## src/rtl/shift_reg_seq_if.sv

```systemverilog
// Command/status bundle for shift_reg_seq: the master drives commands and
// serial fill, the slave returns register contents and handshake flags.
interface shift_reg_seq_if #(
    parameter int unsigned WIDTH = 8,
    parameter int unsigned AMT_W = 4
);
    logic             enable;
    logic             start;
    logic [2:0]       mode;
    logic [AMT_W-1:0] amt;
    logic [WIDTH-1:0] d;
    logic             sin;
    logic [WIDTH-1:0] q;
    logic             sout;
    logic             busy;
    logic             done;

    modport master (
        output enable, start, mode, amt, d, sin,
        input  q, sout, busy, done
    );

    modport slave (
        input  enable, start, mode, amt, d, sin,
        output q, sout, busy, done
    );
endinterface

```

## src/rtl/shift_reg_seq.sv

```systemverilog
// Loadable WIDTH-bit holding register with command-driven shift/rotate modes,
// one bit per enabled cycle, and busy/done handshaking.
module shift_reg_seq #(
    parameter int unsigned     WIDTH     = 8,
    parameter int unsigned     AMT_W     = 4,
    parameter logic [WIDTH-1:0] RESET_VAL = '0
) (
    input logic            clk,
    input logic            rst,
    shift_reg_seq_if.slave bus
);

    localparam logic [2:0] MODE_HOLD  = 3'b000;
    localparam logic [2:0] MODE_LOAD  = 3'b001;
    localparam logic [2:0] MODE_SHL   = 3'b010;
    localparam logic [2:0] MODE_SHR   = 3'b011;
    localparam logic [2:0] MODE_SAR   = 3'b100;
    localparam logic [2:0] MODE_ROL   = 3'b101;
    localparam logic [2:0] MODE_ROR   = 3'b110;
    localparam logic [2:0] MODE_CLEAR = 3'b111;

    typedef enum logic {IDLE, SHIFT} state_e;

    state_e           state_q, state_d;
    logic [WIDTH-1:0] q_q, q_d;
    logic             sout_q, sout_d;
    logic             done_q, done_d;
    logic [AMT_W-1:0] cnt_q, cnt_d;
    logic [2:0]       mode_q, mode_d;

    // One shift step; returns {bit shifted out, new register value}.
    function automatic logic [WIDTH:0] shift_one(input logic [2:0]       m,
                                                 input logic [WIDTH-1:0] v,
                                                 input logic             s);
        logic [WIDTH:0] r;
        case (m)
            MODE_SHL: r = {v[WIDTH-1], v[WIDTH-2:0], s};
            MODE_SHR: r = {v[0], s, v[WIDTH-1:1]};
            MODE_SAR: r = {v[0], v[WIDTH-1], v[WIDTH-1:1]};
            MODE_ROL: r = {v[WIDTH-1], v[WIDTH-2:0], v[WIDTH-1]};
            MODE_ROR: r = {v[0], v[0], v[WIDTH-1:1]};
            default:  r = {1'b0, v};
        endcase
        return r;
    endfunction

    always_ff @(posedge clk) begin
        if (rst) begin
            state_q <= IDLE;
            q_q     <= RESET_VAL;
            sout_q  <= 1'b0;
            done_q  <= 1'b0;
            cnt_q   <= '0;
            mode_q  <= MODE_HOLD;
        end else begin
            state_q <= state_d;
            q_q     <= q_d;
            sout_q  <= sout_d;
            done_q  <= done_d;
            cnt_q   <= cnt_d;
            mode_q  <= mode_d;
        end
    end

    // done self-clears every edge, so it defaults low even when stalled.
    always_comb begin
        state_d = state_q;
        q_d     = q_q;
        sout_d  = sout_q;
        done_d  = 1'b0;
        cnt_d   = cnt_q;
        mode_d  = mode_q;

        if (bus.enable) begin
            case (state_q)
                IDLE: begin
                    if (bus.start) begin
                        case (bus.mode)
                            MODE_HOLD: done_d = 1'b1;
                            MODE_LOAD: begin
                                q_d    = bus.d;
                                done_d = 1'b1;
                            end
                            MODE_CLEAR: begin
                                q_d    = '0;
                                done_d = 1'b1;
                            end
                            default: begin
                                if (bus.amt == '0) begin
                                    done_d = 1'b1;
                                end else begin
                                    {sout_d, q_d} = shift_one(bus.mode, q_q, bus.sin);
                                    if (bus.amt == AMT_W'(1)) begin
                                        done_d = 1'b1;
                                    end else begin
                                        mode_d  = bus.mode;
                                        cnt_d   = bus.amt - AMT_W'(1);
                                        state_d = SHIFT;
                                    end
                                end
                            end
                        endcase
                    end
                end
                SHIFT: begin
                    {sout_d, q_d} = shift_one(mode_q, q_q, bus.sin);
                    cnt_d = cnt_q - AMT_W'(1);
                    if (cnt_q == AMT_W'(1)) begin
                        state_d = IDLE;
                        done_d  = 1'b1;
                    end
                end
                default: state_d = IDLE;
            endcase
        end
    end

    assign bus.q    = q_q;
    assign bus.sout = sout_q;
    assign bus.busy = (state_q == SHIFT);
    assign bus.done = done_q;

endmodule

```

## src/flat_wrapper.sv

```systemverilog
// flat-port wrapper written by rule: the top's interface ports become plain ports
module shift_reg_seq_flat 
#(
    parameter int unsigned     WIDTH     = 8,
    parameter int unsigned     AMT_W     = 4,
    parameter logic [WIDTH-1:0] RESET_VAL = '0
)
  (clk, rst, bus_enable, bus_start, bus_mode, bus_amt, bus_d, bus_sin, bus_q, bus_sout, bus_busy, bus_done);
  shift_reg_seq_if #(.WIDTH(WIDTH), .AMT_W(AMT_W)) bus_i ();
  input logic clk;
  input logic rst;
  input wire logic [$bits(bus_i.enable)-1:0] bus_enable;
  input wire logic [$bits(bus_i.start)-1:0] bus_start;
  input wire logic [$bits(bus_i.mode)-1:0] bus_mode;
  input wire logic [$bits(bus_i.amt)-1:0] bus_amt;
  input wire logic [$bits(bus_i.d)-1:0] bus_d;
  input wire logic [$bits(bus_i.sin)-1:0] bus_sin;
  output wire logic [$bits(bus_i.q)-1:0] bus_q;
  output wire logic [$bits(bus_i.sout)-1:0] bus_sout;
  output wire logic [$bits(bus_i.busy)-1:0] bus_busy;
  output wire logic [$bits(bus_i.done)-1:0] bus_done;
  assign bus_i.enable = bus_enable;
  assign bus_i.start = bus_start;
  assign bus_i.mode = bus_mode;
  assign bus_i.amt = bus_amt;
  assign bus_i.d = bus_d;
  assign bus_i.sin = bus_sin;
  assign bus_q = bus_i.q;
  assign bus_sout = bus_i.sout;
  assign bus_busy = bus_i.busy;
  assign bus_done = bus_i.done;
  shift_reg_seq #(.WIDTH(WIDTH), .AMT_W(AMT_W), .RESET_VAL(RESET_VAL)) u_core (.clk(clk), .rst(rst), .bus(bus_i));
endmodule
```

## config.mk

```make
export PLATFORM = sky130hd
export DESIGN_NAME = shift_reg_seq_flat
export DESIGN_NICKNAME = d
export VERILOG_FILES = /design/src/rtl/shift_reg_seq_if.sv /design/src/rtl/shift_reg_seq.sv /design/src/flat_wrapper.sv
export SDC_FILE = /design/constraint.sdc
export NUM_CORES = 1
export LEC_CHECK = 0
export ABC_AREA = 1
export BUFFER_PORTS_ARGS = -buffer_cell sky130_fd_sc_hd__clkbuf_2
export CAP_MARGIN = 20
export CORE_MARGIN = 2
export CORE_UTILIZATION = 50
export CTS_BUF_LIST = sky130_fd_sc_hd__clkbuf_8
export DETAILED_ROUTE_END_ITERATION = 6
export GPL_TIMING_DRIVEN = 0
export PLACE_DENSITY = 0.73
export SYNTH_ARGS = -nofsm -noshare
export SYNTH_HDL_FRONTEND = slang
export SYNTH_SLANG_ARGS = --single-unit
```

## constraint.sdc

```tcl
create_clock -name clk -period 1.4 [get_ports clk]
set_clock_uncertainty 0.1 [all_clocks]
set_input_delay 0.28 -clock clk [delete_from_list [all_inputs] [get_ports clk]]
set_output_delay 0.28 -clock clk [all_outputs]
set_load 0.02 [all_outputs]
```

==> metrics.log <==
INFO  metric outcome = finished, violations left
INFO  metric failed_checks = negative setup slack
INFO  metric hold-path-cell-count = 2
INFO  metric final.setup.tns = -9.815 ps
INFO  metric grt.total_usage = 23.76%
INFO  metric tightestPinTransition = 348.6 ps
INFO  metric path_depth = 1
INFO  metric yosys.area.top_type_share = 31.47%
INFO  metric wl_per_cell = 11.42 um
INFO  metric std_cell_rows = 20
INFO  metric finalWorstPathRequiredPeriod = 1410 ps
INFO  metric final_hold_viol_count = 0
INFO  metric timing.critical_path.from_type = register
INFO  metric post_synth_num_cell_types = 26
INFO  metric worst_r2r_path_depth = 8
INFO  metric clock-root-buffer = sky130_fd_sc_hd__clkbuf_8
INFO  metric antenna_left = 0
INFO  metric postSynthAreaPerCell = between 5 and 6 sq um
INFO  metric synth_edf_count = 0
INFO  metric async_reset_ff_share = 0%
INFO  metric start_util = between 50% and 60%
INFO  metric ir_drop = 0.4823 mV
INFO  metric clk_path_buf_depth = 2
INFO  metric grt_pass1_wl = 6.644 mm
INFO  metric p_leak = about 1.0 nW
INFO  metric mostFrequentLayoutCells = 134 x sky130_fd_sc_hd__nand2_1, 38 x sky130_fd_sc_hd__nor2_1, 30 x sky130_fd_sc_hd__clkbuf_2
INFO  metric yosysTopAreaCell = sky130_fd_sc_hd__nand2_1
INFO  metric clock-sinks = 18
INFO  metric relSlewSlack = 76.71%
INFO  metric dieArea = between 3000 and 4000 sq um
INFO  metric die_y = around 62 um
INFO  metric crit_path_max_incr_delay = ~530 ps
INFO  metric yosysSeqAreaShare = 21.74%
INFO  metric postCtsSetupBuffers = 0
INFO  metric vias = 1837
INFO  metric gpl.final_weighted_congestion = between 0.8 and 0.9
INFO  metric power-per-cell-area = just under 800 nW/um^2
INFO  metric required = 1020 ps
INFO  metric totalPowerFinal = 0.001540 W
INFO  metric mappedNetlistArea = between 1500 and 2000 sq um
INFO  metric synth_instances = around 300
INFO  metric dr.first_iter.drc_count = 128
INFO  metric area_delta_synth_final = 20.00%
INFO  metric yosys_warnings = 0
INFO  metric first_pass_iters = 4
INFO  metric drive_gt1_share = 22.59%
INFO  metric final.period_utilization = 100.7%
INFO  metric grt_pass1_vias = 1480
INFO  metric timing.critical_path.to_type = output pin
INFO  metric critical-path-top-delay-family = flip-flops
INFO  metric final-max-slew-violation-count = 0
INFO  metric grt_remaining_overflow = 0
INFO  metric buffer_ports.inserted = 30
INFO  metric cp.arrival = 1030 ps
INFO  metric tritoncts = done
INFO  metric net_count_after_synthesis = approximately 320
INFO  metric ys_ff_latch = 18
INFO  metric finalSetupViolations = 1
INFO  metric post-route-drc-count = 0
INFO  metric grt_start_max_net_pins = 11
INFO  metric synthTopCellsByArea = sky130_fd_sc_hd__nand2_1 31%, sky130_fd_sc_hd__dfxtp_1 22%, sky130_fd_sc_hd__nor2_1 9.1%, sky130_fd_sc_hd__nand3_1 6.6%, sky130_fd_sc_hd__inv_1 5.7%
INFO  metric worst-setup-path-type = register to output pin
INFO  metric mostFrequentLayoutCell = sky130_fd_sc_hd__nand2_1
INFO  metric post_detailed_placement_half_perimeter_wirelength = 3.117 mm
INFO  metric placeable_area = 3103 sq um
INFO  metric synth_top_flop_cell = sky130_fd_sc_hd__dfxtp_1
INFO  metric clkLatencyLatePin = 260 ps
INFO  metric crit_slowest_cell = sky130_fd_sc_hd__dfxtp_1
INFO  metric critical_path.cell_chain = clkbuf_2
INFO  metric cp_num_buf_inv = 1
INFO  metric chipWidth = 61.58 um
INFO  metric routed_wirelength = 4.295 mm
INFO  metric num_io_pins = 31
INFO  metric cts.clk_slew.worst_paths = roughly 80 ps
INFO  metric clock_tree.htree_level_count = 1
INFO  metric max_cap_violations = 0
INFO  metric class_of_the_tightest_hold_or_removal_check = primary input to register
INFO  metric max_freq = 709.3 MHz
INFO  metric hold_buffers = 0
INFO  metric numCtsBuffers = 3
INFO  metric final_net_count = 357
INFO  metric routed_via_density = 4.886
INFO  metric path_max_fanout = 8
INFO  metric unrepaired_setup_endpoints_after_global_routing = yes
INFO  metric grt_antenna_before_repair = 0
INFO  metric antenna_diode_count = 0
INFO  metric setup_ws = -9.815 ps
[power by group]
part           leakage [nW]  switching [W]  internal (W)
registers             0.151      0.0000605      0.000549
logic                 0.866       0.000301      0.000170
clock network        0.0288       0.000208      0.000251
total                  1.04       0.000570      0.000970
[synth_stat cells (3+ instances only)]
| library cell | instances |
|---|---|
| sky130_fd_sc_hd__clkbuf_8 | 3 |
| sky130_fd_sc_hd__inv_2 | 3 |
| sky130_fd_sc_hd__o21ai_0 | 8 |
| sky130_fd_sc_hd__nor2_1 | 40 |
| sky130_fd_sc_hd__ha_1 | 4 |
| sky130_fd_sc_hd__nand3_1 | 22 |
| sky130_fd_sc_hd__dfxtp_1 | 18 |
| sky130_fd_sc_hd__nand2_1 | 139 |
| sky130_fd_sc_hd__nand2_2 | 5 |
| sky130_fd_sc_hd__inv_1 | 25 |
| sky130_fd_sc_hd__a21oi_1 | 5 |
| sky130_fd_sc_hd__nor2_4 | 4 |
| sky130_fd_sc_hd__nand4_1 | 6 |
[timing repair]
| item | CTS | global route |
|---|---|---|
| pin swaps | 0 | 4 |
| resized for setup | 5 | 21 |
| setup endpoints to repair | 9 | 18 |
[sequential cells by signal (all words and copies together) (netlist names)]
| register | flops |
|---|---|
| u_core.bus.done | 1 |
| u_core.bus.q | 8 |
| u_core.bus.sout | 1 |
| u_core.cnt_q | 4 |
| u_core.bus.busy | 1 |
| u_core.mode_q | 3 |
[per-layer routing]
layer	vias up	GRT usage [%]	share of wire (%)
met3	8	2.731	4.2
met1	793	32.45	47
met4	0	8.511	1.7
met2	40	38.50	47
met5	-	0	0
li1	996	-	-
[logic make-up (layout without fill, tap and decap cells)]
family | count (synthesis) | count (layout) | share of synthesized area (%)
flops | 18 | 18 | 21.74
compound gates | 15 | 15 | 4.754
buf+inv | 34 | 68 | 10.19
fa+ha+maj | 4 | 4 | 3.019
mux | 1 | 1 | 0.6038
xor+xnor | 3 | 3 | 1.585
simple gates | 223 | 223 | 58.11
[final timing paths]
| path | start | endpoint | slack, ps |
|---|---|---|---|
| max reg2reg | u_core.mode_q[2]$_SDFFE_PP0P_ | u_core.bus.q[6]$_SDFFE_PP0P_ | 80 |
| min reg2reg | u_core.cnt_q[1]$_SDFFE_PP0P_ | u_core.cnt_q[1]$_SDFFE_PP0P_ | 390 |
| min | rst | u_core.bus.busy$_SDFFE_PP0P_ | 90 |
| max | u_core.bus.q[7]$_SDFFE_PP0P_ | bus_q[7] | -10 |
[area by class of cell]
type,instances,area (sq um)
tap,44,55.05
inverter,29,113.9
sequential,18,374.1
buffer,5,57.56
multi-input combinational,246,1184
clock buffer,4,55.05
timing repair buffer,30,150.1
fill,334,1114
[metrics by stage]
step	instances	instance area, sq um	setup slack, ps	util [%]	hold WS, ps
floorplan	298	1658	0.2509	-	249.1
global placement	372	1863	-225.4	60.04	367.5
detailed placement	372	1863	-253.2	60.04	378.8
CTS	376	1929	0.01177	62.18	97.68
global route	376	1989	-35.14	64.11	107.8
finish	376	1989	-9.815	64.11	93.88
Note: power is estimated with default switching activity, not from simulation.
